--- config.mk ---
export PLATFORM = sky130hd
export DESIGN_NAME = sparse_res_unloader
export DESIGN_NICKNAME = d
export VERILOG_FILES = /design/src/rtl/sparse_res_unloader.sv
export SDC_FILE = /design/constraint.sdc
export NUM_CORES = 1
export LEC_CHECK = 0
export ABC_AREA = 1
export ABC_CLOCK_PERIOD_IN_PS = 2600
export BUFFER_PORTS_ARGS = -buffer_cell sky130_fd_sc_hd__buf_2
export CORE_MARGIN = 4
export CORE_UTILIZATION = 32
export DETAILED_ROUTE_END_ITERATION = 6
export GPL_TIMING_DRIVEN = 0
export PLACE_DENSITY_LB_ADDON = 0.08
export SETUP_SLACK_MARGIN = 0.05
export SYNTH_ARGS = -nofsm -noshare
export SYNTH_HDL_FRONTEND = slang
export SYNTH_SLANG_ARGS = --single-unit
--- constraint.sdc ---
create_clock -name clk -period 2.6 [get_ports clk]
set_input_delay 0.52 -clock clk [delete_from_list [all_inputs] [get_ports clk]]
set_output_delay 0.52 -clock clk [all_outputs]
set_load 0.01 [all_outputs]
--- src/rtl/sparse_res_unloader.sv ---
// Result-RAM reader: after the multiplier's done pulse, walks the result RAM and
// streams N coefficients in index order. Optional macro RES_MOD_REDUCE_EN reduces each value mod Q.
module sparse_res_unloader #(
   parameter int N           = 1024,
   parameter int COEFF_WIDTH = 8,
   parameter int Q           = 251
) (
   input  logic                         clk,
   input  logic                         rst_n,
   input  logic                         i_mul_done,
   output logic                         o_ram_res_rd_en,
   output logic [$clog2(N/2)-1:0]       o_ram_res_rd_addr,
   input  logic [2*COEFF_WIDTH-1:0]     i_ram_res_data_out,
   output logic                         o_coeff_valid,
   output logic [COEFF_WIDTH-1:0]       o_coeff_data,
   output logic                         o_coeff_last,
   input  logic                         i_coeff_ready,
   output logic                         o_busy,
   output logic                         o_unload_done
);

   localparam int AW = $clog2(N/2);
   localparam int CW = COEFF_WIDTH;
   localparam logic [AW:0]   NWORDS    = (AW+1)'(N/2);
   localparam logic [AW-1:0] LAST_WORD = AW'(N/2-1);
`ifdef RES_MOD_REDUCE_EN
   localparam logic [CW-1:0] QL = CW'(Q);
`endif

   typedef enum logic [1:0] {S_IDLE, S_RUN, S_FIN} state_e;

   state_e            state_q, state_d;
   logic [AW:0]       rd_cnt_q, rd_cnt_d;
   logic              rd_pend_q;
   logic [2*CW-1:0]   fifo_q [2];
   logic              wr_ptr_q, rd_ptr_q;
   logic [1:0]        fifo_cnt_q;
   logic              hsel_q;
   logic [AW-1:0]     word_idx_q;

   logic              rd_en, push, pop, hs, valid, last;
   logic [2*CW-1:0]   head;

   // Reduction is applied at capture so the output stays a pure register mux.
   function automatic logic [CW-1:0] reduce_f(input logic [CW-1:0] c);
`ifdef RES_MOD_REDUCE_EN
      if (c >= QL) return c - QL;
      return c;
`else
      return c;
`endif
   endfunction

   always_comb begin
      valid = (fifo_cnt_q != 2'd0);
      head  = fifo_q[rd_ptr_q];
      hs    = valid && i_coeff_ready;
      pop   = hs && hsel_q;
      push  = rd_pend_q;
      last  = valid && hsel_q && (word_idx_q == LAST_WORD);
      rd_en = (state_q == S_RUN)
              && ((fifo_cnt_q + {1'b0, rd_pend_q}) < 2'd2)
              && (rd_cnt_q < NWORDS);
   end

   always_comb begin
      state_d  = state_q;
      rd_cnt_d = rd_cnt_q;
      unique case (state_q)
         S_IDLE: begin
            if (i_mul_done) begin
               state_d  = S_RUN;
               rd_cnt_d = '0;
            end
         end
         S_RUN: begin
            if (rd_en) rd_cnt_d = rd_cnt_q + (AW+1)'(1);
            if (hs && last) state_d = S_FIN;
         end
         S_FIN:   state_d = S_IDLE;
         default: state_d = S_IDLE;
      endcase
   end

   always_ff @(posedge clk or negedge rst_n) begin
      if (!rst_n) begin
         state_q    <= S_IDLE;
         rd_cnt_q   <= '0;
         rd_pend_q  <= 1'b0;
         wr_ptr_q   <= 1'b0;
         rd_ptr_q   <= 1'b0;
         fifo_cnt_q <= '0;
         hsel_q     <= 1'b0;
         word_idx_q <= '0;
         for (int unsigned i = 0; i < 2; i++) fifo_q[i] <= '0;
      end else begin
         state_q   <= state_d;
         rd_cnt_q  <= rd_cnt_d;
         rd_pend_q <= rd_en;
         if (push) begin
            fifo_q[wr_ptr_q] <= {reduce_f(i_ram_res_data_out[2*CW-1:CW]),
                                 reduce_f(i_ram_res_data_out[CW-1:0])};
            wr_ptr_q <= ~wr_ptr_q;
         end
         if (pop) begin
            rd_ptr_q   <= ~rd_ptr_q;
            word_idx_q <= word_idx_q + AW'(1);
         end
         if (hs) hsel_q <= ~hsel_q;
         unique case ({push, pop})
            2'b10:   fifo_cnt_q <= fifo_cnt_q + 2'd1;
            2'b01:   fifo_cnt_q <= fifo_cnt_q - 2'd1;
            default: fifo_cnt_q <= fifo_cnt_q;
         endcase
      end
   end

   assign o_ram_res_rd_en   = rd_en;
   assign o_ram_res_rd_addr = rd_cnt_q[AW-1:0];
   assign o_coeff_valid     = valid;
   assign o_coeff_data      = valid ? (hsel_q ? head[2*CW-1:CW] : head[CW-1:0]) : '0;
   assign o_coeff_last      = last;
   assign o_busy            = (state_q == S_RUN);
   assign o_unload_done     = (state_q == S_FIN);

endmodule

**Yosys cells after proc, flatten, opt, wreduce, memory -nomap -nowiden**

Index checks and enable logic that the tools add are counted.

- Equal/unequal tests: 8
- Reduce and logical (&&, ||, !) cells: 14
- Multiplexer cells: 15
- Magnitude comparators: 5
- $add $sub $neg: 5
- Bitwise gates (word level): 5

Operators by type and width:

| kind | count |
|---|---|
| $mux 16 | 4 |
| $bwmux 32 | 1 |
| $mux 10 | 2 |
| $pmux 10 s2 | 1 |
| $demux 16 s1 | 1 |
| $mux 8 | 2 |
| $add 10x1->10 const B | 1 |
| $lt 10x10->1 const B | 1 |
| $add 9x1->9 const B | 1 |
| $eq 9x9->1 const B | 1 |
| $logic_and 1x1->1 | 8 |
| $pmux 2 s2 | 2 |
| $reduce_bool 2->1 | 3 |
| $eq 2x1->1 const B | 2 |
| $eq 2x2->1 const B | 2 |
| $ge 2x2->1 const B | 2 |
| $mux 2 | 2 |
| $ne 2x1->1 const B | 2 |
| $not 1->2 | 2 |
| $not 1->1 | 3 |
| $reduce_and 3->1 | 1 |
| $add 2x1->2 | 1 |
| $add 2x1->2 const B | 1 |
| $logic_not 2->1 | 1 |
| other kinds (5) | 5 |

- Word-level logic and storage cells: 62
- Register bits after elaboration: 59
- Bits of input ports: 20
- Output and inout port bits: 22

**Logic depth before layout (Yosys ltp)**

Gate-level depths: netlist of run 1.

- Depth in word-level cells: 6
- Depth in mapped cells: 8
- Depth with buffers taken out: 8

**Worst setup path before layout of run 1**

OpenSTA, ideal clock, no wires.

- Path type: flip-flop to output port
- Start point: register rd_ptr_q
- End point: output o_coeff_data[3]
- Slack: 0.983 ns
- Cell stages (with the launch flop): 6
- Required time: 2.080 ns
- Arrival: 1.097 ns
- Path buffers: 2
- Path through: dfrtp_1 > buf_2 > inv_1 > buf_2 > o21ai_0 > a21oi_1

- Cells in the longest elaborated chain, start to end: 6

Ends and longest elaborated chain:

| element | RTL line | source |
|---|---|---|
| start: declaration | 36 | `logic wr_ptr_q, rd_ptr_q;` |
| start signal: assignment | 106 | `rd_ptr_q <= ~rd_ptr_q;` |
| $not 1->2 (not written as such) | 56 | `head = fifo_q[rd_ptr_q];` |
| $mux 16 (not written as such) (3 in a row) | 56 |  |
| $mux 8 (2 in a row) | 121 | `assign o_coeff_data = valid ? (hsel_q ? head[2*CW-1:CW] : head[CW-1:0]) : '0;` |
| end: declaration | 15 | `output logic [COEFF_WIDTH-1:0] o_coeff_data,` |

Every way passes these cells. The select of a mux whose other input is x is not followed.

**Worst setup path in the final report of run 1**

- Start point: register rd_ptr_q
- End point: output o_coeff_data[6]

Same word-level chain as after synthesis.

==> results of run 1 <==
[worst max path at each step]
stage,start,endpoint,slack [ns],cells after the start
CTS,rd_ptr_q,o_coeff_data[6],0.23,6
detailed placement,rd_ptr_q,o_coeff_data[6],0.59,6
floorplan,rd_ptr_q,o_coeff_data[3],0.98,5
global route,rd_ptr_q,o_coeff_data[5],0.07,6
global placement,rd_ptr_q,o_coeff_data[6],0.60,6
finish,rd_ptr_q,o_coeff_data[6],0.27,6
[power by group through the flow]
stage	combinational, uW	clock (uW)	sequential, uW
floorplan	1440	0	1550
global placement	2010	0	1610
detailed placement	2030	0	1620
CTS	2040	795	1600
global route	2290	835	1660
finish	1990	770	1600
[cell usage after synthesis]
cell / count / area, sq um
a21boi_0: 1 / 7.51
a21oi_1: 11 / 55.1
buf_2: 4 / 20.0
buf_4: 10 / 75.1
buf_6: 4 / 45.0
clkbuf_1: 3 / 11.3
dfrtp_1: 59 / 1480
ha_1: 4 / 50.1
inv_1: 33 / 124
inv_2: 3 / 11.3
inv_6: 1 / 8.76
nand2_1: 80 / 300
nand2_2: 1 / 6.26
nand2_4: 2 / 22.5
nand3_1: 12 / 60.1
nand3_2: 1 / 10.0
nand4_1: 1 / 6.26
nor2_1: 51 / 191
nor2_2: 3 / 18.8
nor2_4: 1 / 11.3
nor3_1: 2 / 10.0
nor3b_1: 2 / 15.0
nor3b_2: 1 / 12.5
o21ai_0: 36 / 180
o21ai_1: 7 / 35.0
o21ai_2: 12 / 105
o22ai_1: 1 / 6.26
or2_1: 1 / 6.26
xnor2_1: 4 / 35.0
xor2_1: 6 / 52.6
[cells by family (layout without fill, tap and decap cells)]
family                     count (synthesis)  count (layout)  share of synthesized area [%]
and+or+nand+nor                          158             158                           22.6
AOI/OAI and AO/OA                         68              68                           13.1
DFF                                       59              59                           49.7
buffers and inverters                     58             114                           9.95
xor gates and xnor gates                  10              10                           2.95
adders and majority gates                  4               4                           1.69
[sequential cells by signal (all words and copies together) (netlist names)]
| register | cells |
|---|---|
| rd_cnt_q | 10 |
| fifo_q | 32 |
| state_q | 2 |
| wr_ptr_q | 1 |
| hsel_q | 1 |
| push | 1 |
| word_idx_q | 9 |
| rd_ptr_q | 1 |
| fifo_cnt_q | 2 |
[metrics by stage]
| stage | cell area, sq um | std cells | setup slack (ns) |
|---|---|---|---|
| 4_1_cts | 3490 | 521 | 0.230 |
| 6_report | 3490 | 521 | 0.271 |
| 3_5_place_dp | 3310 | 506 | 0.594 |
| 2_1_floorplan | 2970 | 357 | 0.983 |
| 3_3_place_gp | 3310 | 506 | 0.598 |
| 5_1_grt | 3490 | 521 | 0.0728 |
[worst register-to-register path, stage by stage, from the launching register on]
cell and delay, ns:
dfrtp_1 0.44, nor2_2 0.21, nor2_4 0.06, nand2_4 0.14, inv_6 0.07, ha_1 0.30, a21oi_1 0.11, o21ai_0 0.11
xor2_1 0.15
[layout make-up]
type,count,area [sq um],share of cell area [%]
Clock inverter,2,10.0,0.287
Multi-Input combinational cell,240,1200,34.3
Clock buffer,13,169,4.84
Tap cell,108,135,3.87
Timing Repair Buffer,41,208,5.95
Buffer,21,151,4.34
Sequential cell,59,1480,42.3
Inverter,37,144,4.12
[routing by layer]
| layer | vias up | global-route usage (%) | wire length [microns] |
|---|---|---|---|
| li1 | 1229 | - | - |
| met1 | 1160 | 18.2 | 3320 |
| met2 | 42 | 22.5 | 3400 |
| met3 | 6 | 4.35 | 293 |
| met4 | 0 | 3.13 | 73 |
| met5 | - | 0 | 0 |
==> results.txt, run 1 <==
first-pass GRT wire length: 12000 microns
CTS tree: built
#FFs+latches synth: 59
# hold bufs at CTS: 0
Sw Share: 42.0%
capturing point of the worst reg2reg path: fifo_cnt_q[1]
Distinct cells, synth: 30
cts repair resizes: 0
TNS Setup: 0 ns
total CTS buffers: 9
CORE AREA: 8890 sq um
Port Buffers: 41
die area: 10900 sq um
syn nets: 381
routed length per placed instance: 13.6 microns
clock buffer depth: 2
Post-Syn Instances: 357
die outline height: 104 microns
Die X: 104 microns
GRT Util Overall: 13.9%
root buffer cell: clkbuf_8
RSZ-0062 raised after global routing: false
initial cell density of the core: 33.4%
Vias/cell: 4.68
number of I/O pins: 42
Final period util: 89.6%
commonest non-fill, non-tap cell in the layout: nand2_1
most frequent cells in the layout: nand2_1, dfrtp_1, nor2_1, buf_2, o21ai_0
TritonCTS Sinks: 59
postcts setup bufs: 0
status: completed
clock slew at reported path FFs: 0.07 ns
first drt pass iteration count: 6
combinational share of power: 45.7%
max frequency: 429 MHz
Min Hold Slack: 0.267 ns
Vias: 2437
power share of the clock group: 17.7%
max-cap violation count: 0
peak supply drop: 0.632 mV
Inserted Diodes: 0
Psw: 1830 uW
Register-to-Register Path Depth: 8
# H-tree levels: 3
type of the worst setup path: register to primary output
mapped cell area: 2970 sq um
Final Power: 4360 uW
worst endpoint required time: 2.08 ns
CP max-delay cell: dfrtp_1
Tightest Hold Check Type: input pin to asynchronous set/reset pin
largest net degree at the start of global routing: 60
vias in the first global route: 2373
clk_lat worst skew: 0.33 ns
worst-path cell chain: buf_2 > inv_1 > buf_2 > o21ai_0 > a21oi_1 > buf_2
Post-DRT Antenna Nets: 0
Cell Int Power: 2530 uW
element type at the critical path start: register
Setup violations, final: 0
Clock Skew: 0.0113 ns
initial antenna violation count: 0
PwrDens: 1250 nW/um^2
routability cong.: 0.792
R2R Setup Slk: 0.91 ns
worst path bufs/invs: 4
crit path max fanout: 10
Cell Rows: 34
synth warn: 0
final hold violations: 0
# DRC: 0
Iteration-0 DRC Markers: 72
Fillers: 958
GRT Residual Overflow: 0
Slew @ Worst Pin: 0.778 ns
CP endpoint kind: primary output
Seq pwr share: 36.6%
Leakage: 0.00178 uW
Layout area overhead: 17.6%
nets@finish: 433
Tmin final: 2.33 ns
HPWL after DPL: 4850 microns
Mean Syn Cell Area: 8.32 sq um
final design utilization: 39.3%
routed wire length: 7080 microns
sequential area share after synthesis: 49.7%
WP data arrival: 1.81 ns
delay-heaviest family, CP: buffers and inverters
max-slew violations: 0
layout cells sized above 1: 23.7%
CP max stage delay: 0.35 ns
Most common cell on crit path: buf_2
FF-to-FF Start: fifo_cnt_q[0]
Slew HR: 48.2%
Note: power is estimated with default switching activity, not from simulation.
==> run 2, diff against run 1 <==
--- a/config.mk
+++ b/config.mk
@@ -9,7 +9,7 @@
 export ABC_CLOCK_PERIOD_IN_PS = 2600
 export BUFFER_PORTS_ARGS = -buffer_cell sky130_fd_sc_hd__buf_2
 export CORE_MARGIN = 4
-export CORE_UTILIZATION = 32
+export CORE_UTILIZATION = 50
 export DETAILED_ROUTE_END_ITERATION = 6
 export GPL_TIMING_DRIVEN = 0
 export PLACE_DENSITY_LB_ADDON = 0.08
==> run 2 against run 1 <==
Effect of this change:
- flip-flop and latch count stayed put
- die area is 34% lower
- critical path type unchanged
- critical endpoint is now o_coeff_data[1]
- count of clock-buffer cells in the layout is 1 higher
- largest cell class unchanged
- maximum frequency is 1.3% lower
- setup slack worse by 0.030 ns
- critical path depth stayed put
- register-to-register slack worse by 0.03 ns
==> results.txt, run 2 (synthesized netlist as in run 1, its figures left out) <==
routed length per placed instance: 13.2 microns
CTS tree: built
element type at the critical path start: register
# hold bufs at CTS: 0
Cell Rows: 27
PwrDens: 1260 nW/um^2
cts repair resizes: 0
root buffer cell: clkbuf_8
Port Buffers: 41
Final period util: 90.8%
Die X: 85.1 microns
Leakage: 0.00178 uW
Inserted Diodes: 0
peak supply drop: 0.566 mV
vias in the first global route: 2286
GRT Util Overall: 19.1%
Iteration-0 DRC Markers: 123
clk_lat worst skew: 0.33 ns
Final Cell Area: 3440 sq um
placed insts: 470
RSZ-0062 raised after global routing: false
GRT Residual Overflow: 0
most frequent cells in the layout: nand2_1, dfrtp_1, nor2_1, buf_2, o21ai_0
Placed Area: 3260 sq um
Clock Skew: 0.00718 ns
number of I/O pins: 42
register with the most flip-flops: fifo_q
max-slew violations: 0
total CTS buffers: 9
Min Hold Slack: 0.254 ns
first-pass GRT wire length: 10800 microns
crit path max fanout: 10
CP endpoint kind: primary output
TNS Setup: 0 ns
CORE AREA: 5640 sq um
clock slew at reported path FFs: 0.07 ns
postcts setup bufs: 0
HPWL after DPL: 4420 microns
WP data arrival: 1.84 ns
TritonCTS Sinks: 59
worst endpoint required time: 2.08 ns
Layout area overhead: 15.8%
commonest non-fill, non-tap cell in the layout: nand2_1
Tightest Hold Check Type: input pin to asynchronous set/reset pin
type of the worst setup path: register to primary output
die area: 7240 sq um
Slew HR: 49.2%
max reg flops: 32
# H-tree levels: 3
# DRC: 0
Vias: 2375
Fillers: 518
final hold violations: 0
status: completed
routed wire length: 6400 microns
largest net degree at the start of global routing: 60
Post-DRT Antenna Nets: 0
nets@finish: 433
max frequency: 424 MHz
die outline height: 85.1 microns
Setup violations, final: 0
clock buffer depth: 2
initial antenna violation count: 0
top flop regs: fifo_q (32), rd_cnt_q (10), word_idx_q (9)
fin cells: 486
max-cap violation count: 0
Slew @ Worst Pin: 0.762 ns
initial cell density of the core: 52.6%
layout cells sized above 1: 23.4%
routability cong.: 0.790
Vias/cell: 4.89
first drt pass iteration count: 4
Tmin final: 2.36 ns
==> run 2: cell count changes in the layout (fill, tap and decap cells not counted) <==
cell      before  now
clkbuf_1       4    6
clkbuf_8      12   11
==> run 2: worst paths after layout <==
| kind | from | to | slack, ns | cells past startpoint |
|---|---|---|---|---|
| max | rd_ptr_q | o_coeff_data[1] | 0.24 | 6 |
| min | rst_n | fifo_q[4] | 0.25 | 1 |
| max reg2reg | fifo_cnt_q[0] | fifo_cnt_q[1] | 0.88 | 8 |
| min reg2reg | word_idx_q[6] | word_idx_q[6] | 0.47 | 1 |
| max in group asynchronous | rst_n | fifo_cnt_q[1] | 1.82 | 1 |
| min in group clk | i_ram_res_data_out[12] | fifo_q[28] | 0.44 | 3 |
==> run 2: routing by layer <==
layer / track usage, % / vias up / share of wire (%)
met5: 0 / - / 0
met4: 8.20 / 0 / 1.4
met3: 3.79 / 6 / 4.4
met2: 28.7 / 46 / 45
met1: 27.0 / 1096 / 49
li1: - / 1227 / -
==> run 2: power by group <==
group / switching, uW / internal, uW / leakage, uW
Sequential: 276 / 1320 / 0.000737
Clock: 343 / 396 / 0.0000905
Combinational: 1190 / 794 / 0.000952
==> run 2: area by class of cell <==
cell class	instances	area, sq um	area share [%]
buffer	21	151	4.40
clock buffer	14	163	4.73
clock inverter	2	10.0	0.291
inverter	37	144	4.18
multi-input combinational	240	1200	34.8
sequential	59	1480	42.9
tap	72	90.1	2.62
timing repair buffer	41	208	6.04
==> run 2: worst max-delay path, cell delays in order (launching register included) <==
cell	delay, ns
dfrtp_1	0.31
buf_2	0.18
inv_1	0.14
buf_2	0.21
o21ai_0	0.37
a21oi_1	0.12
buf_2	0.16
==> run 2: through the flow <==
step                total power (uW)  setup WS [ns]  util, %
finish                          4320          0.240     61.0
global route                    4690          0.116     61.0
CTS                             4360          0.252     60.9
detailed placement              3610          0.608     57.9
global placement                3560          0.616     57.9
floorplan                       2990          0.983        -
==> run 3, diff against run 2 <==
--- a/config.mk
+++ b/config.mk
@@ -9,7 +9,8 @@
 export ABC_CLOCK_PERIOD_IN_PS = 2600
 export BUFFER_PORTS_ARGS = -buffer_cell sky130_fd_sc_hd__buf_2
 export CORE_MARGIN = 4
-export CORE_UTILIZATION = 50
+export CORE_UTILIZATION = 61
+export CTS_CLUSTER_DIAMETER = 100
 export DETAILED_ROUTE_END_ITERATION = 6
 export GPL_TIMING_DRIVEN = 0
 export PLACE_DENSITY_LB_ADDON = 0.08
==> run 3 against run 2 <==
Effect of this change:
- die area fell by 16%
- design area up 0.44%
- clock power rose by 11%
- setup slack better by 0.041 ns
- critical endpoint is now o_coeff_data[4]
- largest cell class unchanged
- critical path depth stayed put
- worst hold slack lost 0.025 ns
- register-to-register slack worse by 0.04 ns
- combinational power is essentially flat
- sequential share of layout area shrank 0.19 points
==> results.txt, run 3 (synthesized netlist as in run 1, its figures left out) <==
cts repair resizes: 0
first drt pass iteration count: 4
Final period util: 89.2%
Final Cell Area: 3450 sq um
Slew @ Worst Pin: 0.741 ns
clock buffer depth: 2
CP endpoint kind: primary output
nets@finish: 433
RSZ-0062 raised after global routing: false
most frequent cells in the layout: nand2_1, dfrtp_1, nor2_1, buf_2, o21ai_0
Tmin final: 2.32 ns
final hold violations: 0
GRT Residual Overflow: 0
worst endpoint required time: 2.08 ns
routed wire length: 6110 microns
Leakage: 0.00179 uW
max frequency: 431 MHz
initial cell density of the core: 62.9%
CORE AREA: 4720 sq um
type of the worst setup path: register to primary output
Tightest Hold Check Type: input pin to asynchronous set/reset pin
Most common cell on crit path: buf_2
top flop regs: fifo_q (32), rd_cnt_q (10), word_idx_q (9)
max-slew violations: 0
# hold bufs at CTS: 0
peak supply drop: 0.781 mV
Vias: 2421
vias in the first global route: 2299
# H-tree levels: 3
max reg flops: 32
max-cap violation count: 0
WP data arrival: 1.80 ns
die area: 6050 sq um
die outline height: 77.8 microns
total CTS buffers: 9
CTS tree: built
CP max-delay cell: dfrtp_1
number of I/O pins: 42
status: completed
commonest non-fill, non-tap cell in the layout: nand2_1
clock slew at reported path FFs: 0.07 ns
Vias/cell: 5.03
GRT Util Overall: 22.5%
Inserted Diodes: 0
CP max stage delay: 0.36 ns
largest net degree at the start of global routing: 60
initial antenna violation count: 0
first-pass GRT wire length: 10500 microns
worst-path cell chain: buf_2 > inv_1 > buf_2 > o21ai_0 > a21oi_1 > buf_2
root buffer cell: clkbuf_8
Post-DRT Antenna Nets: 0
register with the most flip-flops: fifo_q
TritonCTS Sinks: 59
routability cong.: 0.834
Die X: 77.8 microns
postcts setup bufs: 0
HPWL after DPL: 4300 microns
routed length per placed instance: 12.7 microns
Placed Area: 3260 sq um
Clock Skew: 0.0103 ns
PwrDens: 1270 nW/um^2
Iteration-0 DRC Markers: 135
Fillers: 370
# DRC: 0
layout cells sized above 1: 23.9%
clk_lat worst skew: 0.34 ns
Slew HR: 50.6%
element type at the critical path start: register
Setup violations, final: 0
Port Buffers: 41
crit path max fanout: 10
Layout area overhead: 16.4%
Cell Rows: 25
TNS Setup: 0 ns
==> run 3: critical path: cells and delay by family, from the launching register on <==
kind	cells	cell delay [ns]
AO/OA/AOI/OAI	2	0.31
buffers and inverters	4	0.79
flip-flops	1	0.36
==> run 3: power breakdown <==
part | switching [uW] | internal [uW]
combinational | 1170 | 793
sequential | 282 | 1320
clock | 358 | 464
total | 1810 | 2580
==> run 3: metal layers <==
layer | vias up | GRT usage [%] | wire length, microns
li1 | 1232 | - | -
met2 | 55 | 36.6 | 2960
met3 | 12 | 4.41 | 295
met5 | - | 0 | 0
met4 | 0 | 10.7 | 123
met1 | 1122 | 28.7 | 2730
==> run 3: cell type report <==
type                    count  area, sq um  share of cell area (%)
inverters                  37          144                    4.17
repair buffers             41          208                    6.01
flip-flops and latches     59         1480                    42.7
multi-input cells         240         1200                    34.7
clock inverters             5         52.6                    1.52
well taps                  67         83.8                    2.43
plain buffers              21          151                    4.38
clock buffers              11          141                    4.09
==> run 3: final timing paths <==
| check | start | endpoint | slack (ns) | depth (start not counted) |
|---|---|---|---|---|
| max | rd_ptr_q | o_coeff_data[4] | 0.28 | 6 |
| min | rst_n | fifo_q[24] | 0.23 | 1 |
| max reg2reg | fifo_cnt_q[0] | fifo_cnt_q[1] | 0.84 | 8 |
| min reg2reg | word_idx_q[6] | word_idx_q[6] | 0.48 | 1 |
| max in group asynchronous | rst_n | rd_cnt_q[9] | 1.86 | 1 |
| min in group clk | i_ram_res_data_out[11] | fifo_q[27] | 0.43 | 3 |
==> run 3: metrics by stage <==
stage	utilization, %	cells	power (uW)	hold WS (ns)	worst slack, ns
6_report	73.1	481	4380	0.229	0.281
5_1_grt	73.1	481	4770	0.284	0.101
4_1_cts	73.1	481	4430	0.426	0.287
3_5_place_dp	69.0	465	3590	0.460	0.660
3_3_place_gp	69.0	465	3530	0.461	0.659
2_1_floorplan	-	357	2990	0.224	0.983
